<file path="config.mk">
export PLATFORM = sky130hd
export DESIGN_NAME = quant_seq_flat
export DESIGN_NICKNAME = d
export VERILOG_FILES = /design/src/rtl/jpeg_pkg.sv /design/src/rtl/quant_seq_if.sv /design/src/rtl/quant_seq.sv /design/src/flat_wrapper.sv
export SDC_FILE = /design/constraint.sdc
export NUM_CORES = 1
export LEC_CHECK = 0
export CORE_MARGIN = 4
export CORE_UTILIZATION = 32
export CTS_BUF_LIST = sky130_fd_sc_hd__clkbuf_16
export CTS_CLUSTER_DIAMETER = 100
export DETAILED_ROUTE_END_ITERATION = 8
export PLACE_DENSITY = 0.85
export RECOVER_POWER = 25
export SLEW_MARGIN = 20
export SYNTH_ARGS = -nofsm -noshare
export SYNTH_HDL_FRONTEND = slang
export SYNTH_SLANG_ARGS = --single-unit
</file>
<file path="constraint.sdc">
create_clock -name clk_i -period 2.1 [get_ports clk_i]
set_input_delay 0.42 -clock clk_i [delete_from_list [all_inputs] [get_ports clk_i]]
set_output_delay 0.42 -clock clk_i [all_outputs]
set_load 0.01 [all_outputs]
</file>
<file path="src/rtl/jpeg_pkg.sv">
// jpeg_pkg: shared types and constants for the jpeg accelerator blocks
package jpeg_pkg;
  typedef enum logic [1:0] {IDLE, RUN, DRAIN, DONE} quant_seq_state_t;
  localparam int QBLK_WORDS = 32;
  localparam logic TBL_LUMA = 1'b0;
  localparam logic TBL_CHROMA = 1'b1;
endpackage

</file>
<file path="src/rtl/quant_seq_if.sv">
// quant_seq_if: buffer, reciprocal ROM and quantizer signals of the quantization sequencer
interface quant_seq_if #(parameter int AW = 5);
  logic [AW-1:0] src_addr_o;
  logic [31:0]   src_dat_i;
  logic [AW:0]   rec_addr_o;
  logic [31:0]   rec_dat_i;
  logic [31:0]   q_x_o;
  logic [15:0]   q_rec1_o;
  logic [15:0]   q_rec2_o;
  logic [31:0]   q_res_i;
  logic          dst_we_o;
  logic [AW-1:0] dst_addr_o;
  logic [31:0]   dst_dat_o;
  modport master (
    output src_addr_o, rec_addr_o, q_x_o, q_rec1_o, q_rec2_o, dst_we_o, dst_addr_o, dst_dat_o,
    input  src_dat_i, rec_dat_i, q_res_i
  );
  modport slave (
    input  src_addr_o, rec_addr_o, q_x_o, q_rec1_o, q_rec2_o, dst_we_o, dst_addr_o, dst_dat_o,
    output src_dat_i, rec_dat_i, q_res_i
  );
endinterface

</file>
<file path="src/rtl/quant_seq.sv">
// quant_seq: streams one coefficient block through the external quantizer into the destination buffer
module quant_seq
  import jpeg_pkg::*;
#(
  parameter int WORDS = QBLK_WORDS,
  parameter int AW = 5
) (
  input  logic clk_i,
  input  logic rst_i,
  input  logic start_i,
  input  logic tbl_sel_i,
  input  logic stall_i,
  output logic busy_o,
  output logic done_o,
  quant_seq_if.master bus
);
  quant_seq_state_t state_q, state_d;
  logic [AW-1:0] rd_idx_q, rd_idx_d, idx1_q, idx1_d, dst_addr_q, dst_addr_d;
  logic          tbl_q, tbl_d, v1_q, v1_d, v2_q, v2_d, adv;
  logic [31:0]   dst_dat_q, dst_dat_d;
  always_comb begin
    state_d = state_q;
    rd_idx_d = rd_idx_q;
    tbl_d = tbl_q;
    v1_d = v1_q;
    idx1_d = idx1_q;
    v2_d = v2_q;
    dst_addr_d = dst_addr_q;
    dst_dat_d = dst_dat_q;
    adv = !stall_i || state_q == IDLE || state_q == DONE;
    if (adv) begin
      v1_d = state_q == RUN;
      idx1_d = rd_idx_q;
      v2_d = v1_q;
      dst_dat_d = v1_q ? bus.q_res_i : dst_dat_q;
      dst_addr_d = v1_q ? idx1_q : dst_addr_q;
      case (state_q)
        IDLE: if (start_i) begin
          tbl_d = tbl_sel_i;
          rd_idx_d = '0;
          state_d = RUN;
        end
        RUN: begin
          rd_idx_d = rd_idx_q + AW'(1);
          state_d = rd_idx_q == AW'(WORDS - 1) ? DRAIN : RUN;
        end
        DRAIN: state_d = v2_q && !v1_q ? DONE : DRAIN;
        default: state_d = IDLE;
      endcase
    end
  end
  always_ff @(posedge clk_i) begin
    if (rst_i) begin
      state_q <= IDLE;
      rd_idx_q <= '0;
      tbl_q <= TBL_LUMA;
      v1_q <= 1'b0;
      idx1_q <= '0;
      v2_q <= 1'b0;
      dst_addr_q <= '0;
      dst_dat_q <= '0;
    end else begin
      state_q <= state_d;
      rd_idx_q <= rd_idx_d;
      tbl_q <= tbl_d;
      v1_q <= v1_d;
      idx1_q <= idx1_d;
      v2_q <= v2_d;
      dst_addr_q <= dst_addr_d;
      dst_dat_q <= dst_dat_d;
    end
  end
  // quantizer operands are forced to zero outside stage-1 so idle outputs stay quiet
  assign busy_o = state_q == RUN || state_q == DRAIN;
  assign done_o = state_q == DONE;
  assign bus.src_addr_o = rd_idx_q;
  assign bus.rec_addr_o = {tbl_q, rd_idx_q};
  assign bus.q_x_o = v1_q ? bus.src_dat_i : '0;
  assign bus.q_rec1_o = v1_q ? bus.rec_dat_i[31:16] : '0;
  assign bus.q_rec2_o = v1_q ? bus.rec_dat_i[15:0] : '0;
  assign bus.dst_we_o = v2_q && !stall_i;
  assign bus.dst_addr_o = dst_addr_q;
  assign bus.dst_dat_o = dst_dat_q;
endmodule

</file>
<file path="src/flat_wrapper.sv">
// flat-port wrapper written by rule: the top's interface ports become plain ports
module quant_seq_flat import jpeg_pkg::*;
#(
  parameter int WORDS = QBLK_WORDS,
  parameter int AW = 5
)
  (clk_i, rst_i, start_i, tbl_sel_i, stall_i, busy_o, done_o, bus_src_addr_o, bus_rec_addr_o, bus_q_x_o, bus_q_rec1_o, bus_q_rec2_o, bus_dst_we_o, bus_dst_addr_o, bus_dst_dat_o, bus_src_dat_i, bus_rec_dat_i, bus_q_res_i);
  quant_seq_if #(.AW(AW)) bus_i ();
  input  logic clk_i;
  input  logic rst_i;
  input  logic start_i;
  input  logic tbl_sel_i;
  input  logic stall_i;
  output logic busy_o;
  output logic done_o;
  output wire logic [$bits(bus_i.src_addr_o)-1:0] bus_src_addr_o;
  output wire logic [$bits(bus_i.rec_addr_o)-1:0] bus_rec_addr_o;
  output wire logic [$bits(bus_i.q_x_o)-1:0] bus_q_x_o;
  output wire logic [$bits(bus_i.q_rec1_o)-1:0] bus_q_rec1_o;
  output wire logic [$bits(bus_i.q_rec2_o)-1:0] bus_q_rec2_o;
  output wire logic [$bits(bus_i.dst_we_o)-1:0] bus_dst_we_o;
  output wire logic [$bits(bus_i.dst_addr_o)-1:0] bus_dst_addr_o;
  output wire logic [$bits(bus_i.dst_dat_o)-1:0] bus_dst_dat_o;
  input wire logic [$bits(bus_i.src_dat_i)-1:0] bus_src_dat_i;
  input wire logic [$bits(bus_i.rec_dat_i)-1:0] bus_rec_dat_i;
  input wire logic [$bits(bus_i.q_res_i)-1:0] bus_q_res_i;
  assign bus_src_addr_o = bus_i.src_addr_o;
  assign bus_rec_addr_o = bus_i.rec_addr_o;
  assign bus_q_x_o = bus_i.q_x_o;
  assign bus_q_rec1_o = bus_i.q_rec1_o;
  assign bus_q_rec2_o = bus_i.q_rec2_o;
  assign bus_dst_we_o = bus_i.dst_we_o;
  assign bus_dst_addr_o = bus_i.dst_addr_o;
  assign bus_dst_dat_o = bus_i.dst_dat_o;
  assign bus_i.src_dat_i = bus_src_dat_i;
  assign bus_i.rec_dat_i = bus_rec_dat_i;
  assign bus_i.q_res_i = bus_q_res_i;
  quant_seq #(.WORDS(WORDS), .AW(AW)) u_core (.clk_i(clk_i), .rst_i(rst_i), .start_i(start_i), .tbl_sel_i(tbl_sel_i), .stall_i(stall_i), .busy_o(busy_o), .done_o(done_o), .bus(bus_i));
endmodule
</file>
* Word level (Yosys, flattened, before mapping)
Cells that the tools add are included.
** Storage, ports and cells
- Flip-flop bits (word level) :: 52
- Bits of input ports :: 101
- Output and inout bits :: 115
** Operators by class
- Add/sub/neg operators :: 1
- Eq/ne operators :: 5
- Multiplexer cells :: 9
- Reductions and logical operators :: 13
** Operators with widths (number)
- two-way mux 16 bit :: 2
- two-way mux 32 bit :: 1
- one-hot mux 5 bit (2 select lines) :: 1
- one-hot mux 2 bit (3 select lines) :: 1
- AND reduction 3 bit :: 2
- adder 5 x 1 -> 5 bit, second input constant :: 1
- equality test 5 bit, second input constant :: 1
- two-way mux 5 bit :: 1
- equality test 2 bit, second input constant :: 2
- two-way mux 2 bit :: 2
- AND reduction 2 bit :: 2
- logical OR 1 bit :: 3
- equality test 2 x 1 -> 1 bit, second input constant :: 1
- logical AND 1 bit :: 2
- logical NOT 1 bit :: 2
- logical NOT 2 bit :: 1
- != test 2 bit, second input constant :: 1
- nonzero test 2 bit :: 1
- two-way mux 1 bit :: 1

* Logic depth before layout (Yosys ltp)
- Depth in word-level cells :: 4
- Mapped depth :: 9
- Mapped depth without buffers :: 7

* Worst setup path before layout
OpenSTA, ideal clock, no wires.
- Path kind :: reg2reg
- Start :: reg u_core.state_q[0]
- End :: reg u_core.dst_addr_q[1] (netlist: u_core.bus.dst_addr_o[1])
- Setup time :: 69 ps
- Arrival :: 1603 ps
- Data required time :: 2031 ps
- Setup slack :: 428 ps
- Stages on the path, launching flop included :: 10
- Buffers on the path :: 3
- Period minus slack after synthesis :: 1672 ps
- Cell sequence :: dfxtp_1 -> inv_1 -> ha_1 -> nor3b_2 -> buf_6 -> nand2b_2 -> buf_6 -> buf_8 -> nand2_2 -> a21oi_2
** On the way
- Longest elaborated chain between the ends :: 4
- Elaborated cells between the ends (all ways) :: 5
- Classes of those cells :: 1 x eq/ne; 4 x reduce/logical
** RTL lines
- start: declaration :: line quant_seq.sv:17 : quant_seq_state_t state_q, state_d;
- start signal: assignment :: line quant_seq.sv:63 : state_q <= state_d;
- logical NOT 2 bit :: line quant_seq.sv:30 : adv = !stall_i || state_q == IDLE || state_q == DONE;
- logical OR 1 bit :: line quant_seq.sv:30
- logical OR 1 bit (*) :: line quant_seq.sv:30
- AND reduction 2 bit (no line) (*)
- end signal: assignment :: line quant_seq.sv:69 : dst_addr_q <= dst_addr_d;
- end: declaration :: line quant_seq.sv:18 : logic [AW-1:0] rd_idx_q, rd_idx_d, idx1_q, idx1_d, dst_addr_q, dst_addr_d;
Mark *: on every way between the ends. The rest lies on a longest branch, timed or not.
A chain may end at the register's enable or synchronous reset.

* Worst setup path in the final report
- Start :: reg u_core.state_q[1]
- End :: out busy_o
** On the way
- Longest elaborated chain between the ends :: 2
- Elaborated cells between the ends (all ways) :: 3
- Classes of those cells :: 2 x eq/ne; 1 x reduce/logical
** RTL lines
- equality test 2 x 1 -> 1 bit or equality test 2 bit (tied branches) :: line quant_seq.sv:74 : assign busy_o = state_q == RUN || state_q == DRAIN;
- logical OR 1 bit (*) :: line quant_seq.sv:74
- end: declaration :: line flat_wrapper.sv:14 : output logic busy_o;
Marks and branches as above.

==> results.sh <==
export IMPL_relSlewSlack=0.744
export IMPL_vias=2816
export IMPL_required_ns=1.68
export IMPL_worstSetupPathType="reg2out"
export IMPL_gr_usage_all_layers=0.176
export IMPL_fin_nets=625
export IMPL_cap_violations=0
export IMPL_layout_min_cycle_time_ns=2.01
export IMPL_clk_latency_ns=0.29
export IMPL_num_rows=32
export IMPL_clk_pin_slew_worst_paths_ns=0.07
export IMPL_timing_final_crit_share=0.959
export IMPL_setup_tns_ns=0
export IMPL_synth_nets=424
export IMPL_antenna_found_initial=0
export IMPL_cts_buffers=5
export IMPL_holdWs_ns=0.451
export IMPL_maxSlewViolCount=0
export IMPL_reg2reg_slack_ns=0.17
export IMPL_port_buffers=215
export IMPL_timing_rr_end="u_core.bus.dst_dat_o[24]"
export IMPL_hpwl_mm=7.16
export IMPL_placed_cells=611
export IMPL_worst_slew_pin_transition_ns=0.383
export IMPL_avgSynthCellArea_um2=8.16
export IMPL_status="finished, final reports clean"
export IMPL_finalClockSkew_ns=0.00798
export IMPL_start_util=0.332
export IMPL_ant_nets=0
export IMPL_die_area_mm2=0.00955
export IMPL_layout_common_cells="176 x clkdlybuf4s50_1, 69 x nand2_1, 64 x and2_1, 50 x dfxtp_1, 38 x dlygate4sd3_1"
export IMPL_critPathLaunch="u_core.state_q[1]"
export IMPL_power_total_mw=2.73
export IMPL_setup_ws_ns=0.0871
export IMPL_max_freq_mhz=497
export IMPL_ys_ff_latch=52
export IMPL_synth_cell_types=30
export IMPL_synth_edf_count=0
export IMPL_path_max_fanout=4
export IMPL_cts_sinks=52
export IMPL_yosysTopAreaCellShare=0.404
export IMPL_p_leak_nw=1.94
export IMPL_fin_area_mm2=0.00495
export IMPL_grt_pass1_wl_mm=14.0
export IMPL_cts_root_buffer="clkbuf_16"
export IMPL_drt_initial_drc_count=65
export IMPL_firstDrtPassIters=4
export IMPL_io_pins=216
export IMPL_cp_end_kind="primary output"
export IMPL_overflow=0
export IMPL_postLayoutCoreUtil=0.637
export IMPL_final_common_cell="clkdlybuf4s50_1"
export IMPL_placed_area_mm2=0.00476
export IMPL_ir_worst_vdd_mv=0.345
export IMPL_reg2reg_depth=8
export IMPL_yosysWarnings=0
export IMPL_area_growth_syn_to_layout_pct=92.1
export IMPL_synth_ff_type="dfxtp_1"
export IMPL_cts_tree="yes"
export IMPL_finalHoldViolCount=0
export IMPL_antenna_cells=0
export IMPL_power_density_mw_per_mm2=552
export IMPL_grt_pass1_vias=2812
export IMPL_place_ws_ns=0.0815
export IMPL_wl_per_cell_um=14.7
export IMPL_cts_buffer_depth=2
export IMPL_start_kind="flop"
export IMPL_die_h_um=97.7
export IMPL_arrival_ns=1.59
export IMPL_synthArstFlopShare=0
export IMPL_cts_hold_buffers=0
export IMPL_grt_max_degree=69
export IMPL_synthCells=316
export IMPL_coreArea_mm2=0.00777
export IMPL_syn_area_mm2=0.00258
export IMPL_layout_drive_gt1_share=0.0792
export IMPL_hp_class="reg2reg"
export IMPL_h_tree_depth=2
export IMPL_viasPerCell=4.54
export IMPL_finalNonFillerCells=620
export IMPL_synthTopCellsByArea="dfxtp_1 40%, and2_1 16%, nand2_1 10%"
export IMPL_drt_total_wl_mm=9.14
export IMPL_yosysTopAreaCell="dfxtp_1"
export IMPL_die_w_um=97.7
export IMPL_rsz0062_at_grt="false"
export IMPL_crit_end="busy_o"
export IMPL_setup_viol=0
export IMPL_place_congestion=0.889
export IMPL_yosysSeqAreaShare=0.404
export IMPL_rr_startpoint="u_core.state_q[1]"
export IMPL_drcViolationCount=0
cells by family after synthesis:
family / after synthesis / synth area share
AO/OA/AOI/OAI: 49 / 0.117
adder cells (fa/ha/maj): 7 / 0.0340
buffers and inverters: 32 / 0.0743
flip-flops: 52 / 0.404
multiplexers: 9 / 0.0354
AND/OR/NAND/NOR: 167 / 0.335
synthesized netlist by cell type, types with 2 or more instances:
master / n
inv_1: 4
clkbuf_1: 12
buf_4: 9
nor3b_2: 2
nand3b_1: 2
nand2_2: 10
nand2_1: 69
dfxtp_1: 52
nor2_1: 9
buf_6: 3
a21oi_2: 10
nand3_1: 3
a22o_1: 2
ha_1: 7
and2_1: 64
buf_2: 3
mux2i_1: 8
a21oi_1: 33
nor2b_1: 3
layer usage:
metal | GRT usage | routed length, µm
met5 | 0 | 0
met4 | 0.0490 | 194
met3 | 0.0614 | 706
met2 | 0.317 | 4550
met1 | 0.197 | 3690
critical path, cell delays in order, from the launching register on:
cell             delay, ns
dfxtp_1               0.38
inv_1                 0.11
ha_1                  0.28
clkdlybuf4s50_1       0.53
final cells by class:
cell class | count | area (µm²)
Clock buffer | 5 | 125
Clock inverter | 3 | 42.5
Fill cell | 667 | 2820
Inverter | 4 | 15.0
Multi-Input combinational cell | 232 | 1340
Sequential cell | 52 | 1040
Tap cell | 102 | 128
Timing Repair Buffer | 222 | 2250
where the power goes:
group	internal (mW)	switching, mW
clock	0.562	0.355
sequential	1.03	0.0300
combinational	0.451	0.304
total	2.05	0.688
flip-flops by register name, indices dropped and copies added, names as in the netlist:
register / cells
u_core.bus.dst_addr_o: 5
u_core.idx1_q: 5
u_core.v2_q: 1
u_core.bus.dst_dat_o: 32
u_core.bus.src_addr_o: 5
u_core.v1_q: 1
u_core.state_q: 2
u_core.tbl_q: 1
worst min-delay path by stage:
stage,startpoint,endpoint,slack (ns),cells past startpoint
after CTS,u_core.bus.dst_dat_o[20],u_core.bus.dst_dat_o[20],0.46,2
after global routing,u_core.bus.dst_dat_o[21],u_core.bus.dst_dat_o[21],0.47,2
after detailed placement,u_core.bus.dst_dat_o[20],u_core.bus.dst_dat_o[20],0.45,2
final,u_core.tbl_q,u_core.tbl_q,0.45,2
after floorplan,u_core.tbl_q,u_core.tbl_q,0.44,2
after global placement,u_core.bus.dst_dat_o[4],u_core.bus.dst_dat_o[4],0.44,2
repair_timing:
action / 4_1_cts / 5_1_grt
setup endpoints to repair: 0 / 3
resized for setup: 0 / 2
setup buffers: 0 / 0
No activity file was read; power rests on OpenSTA's default activity.
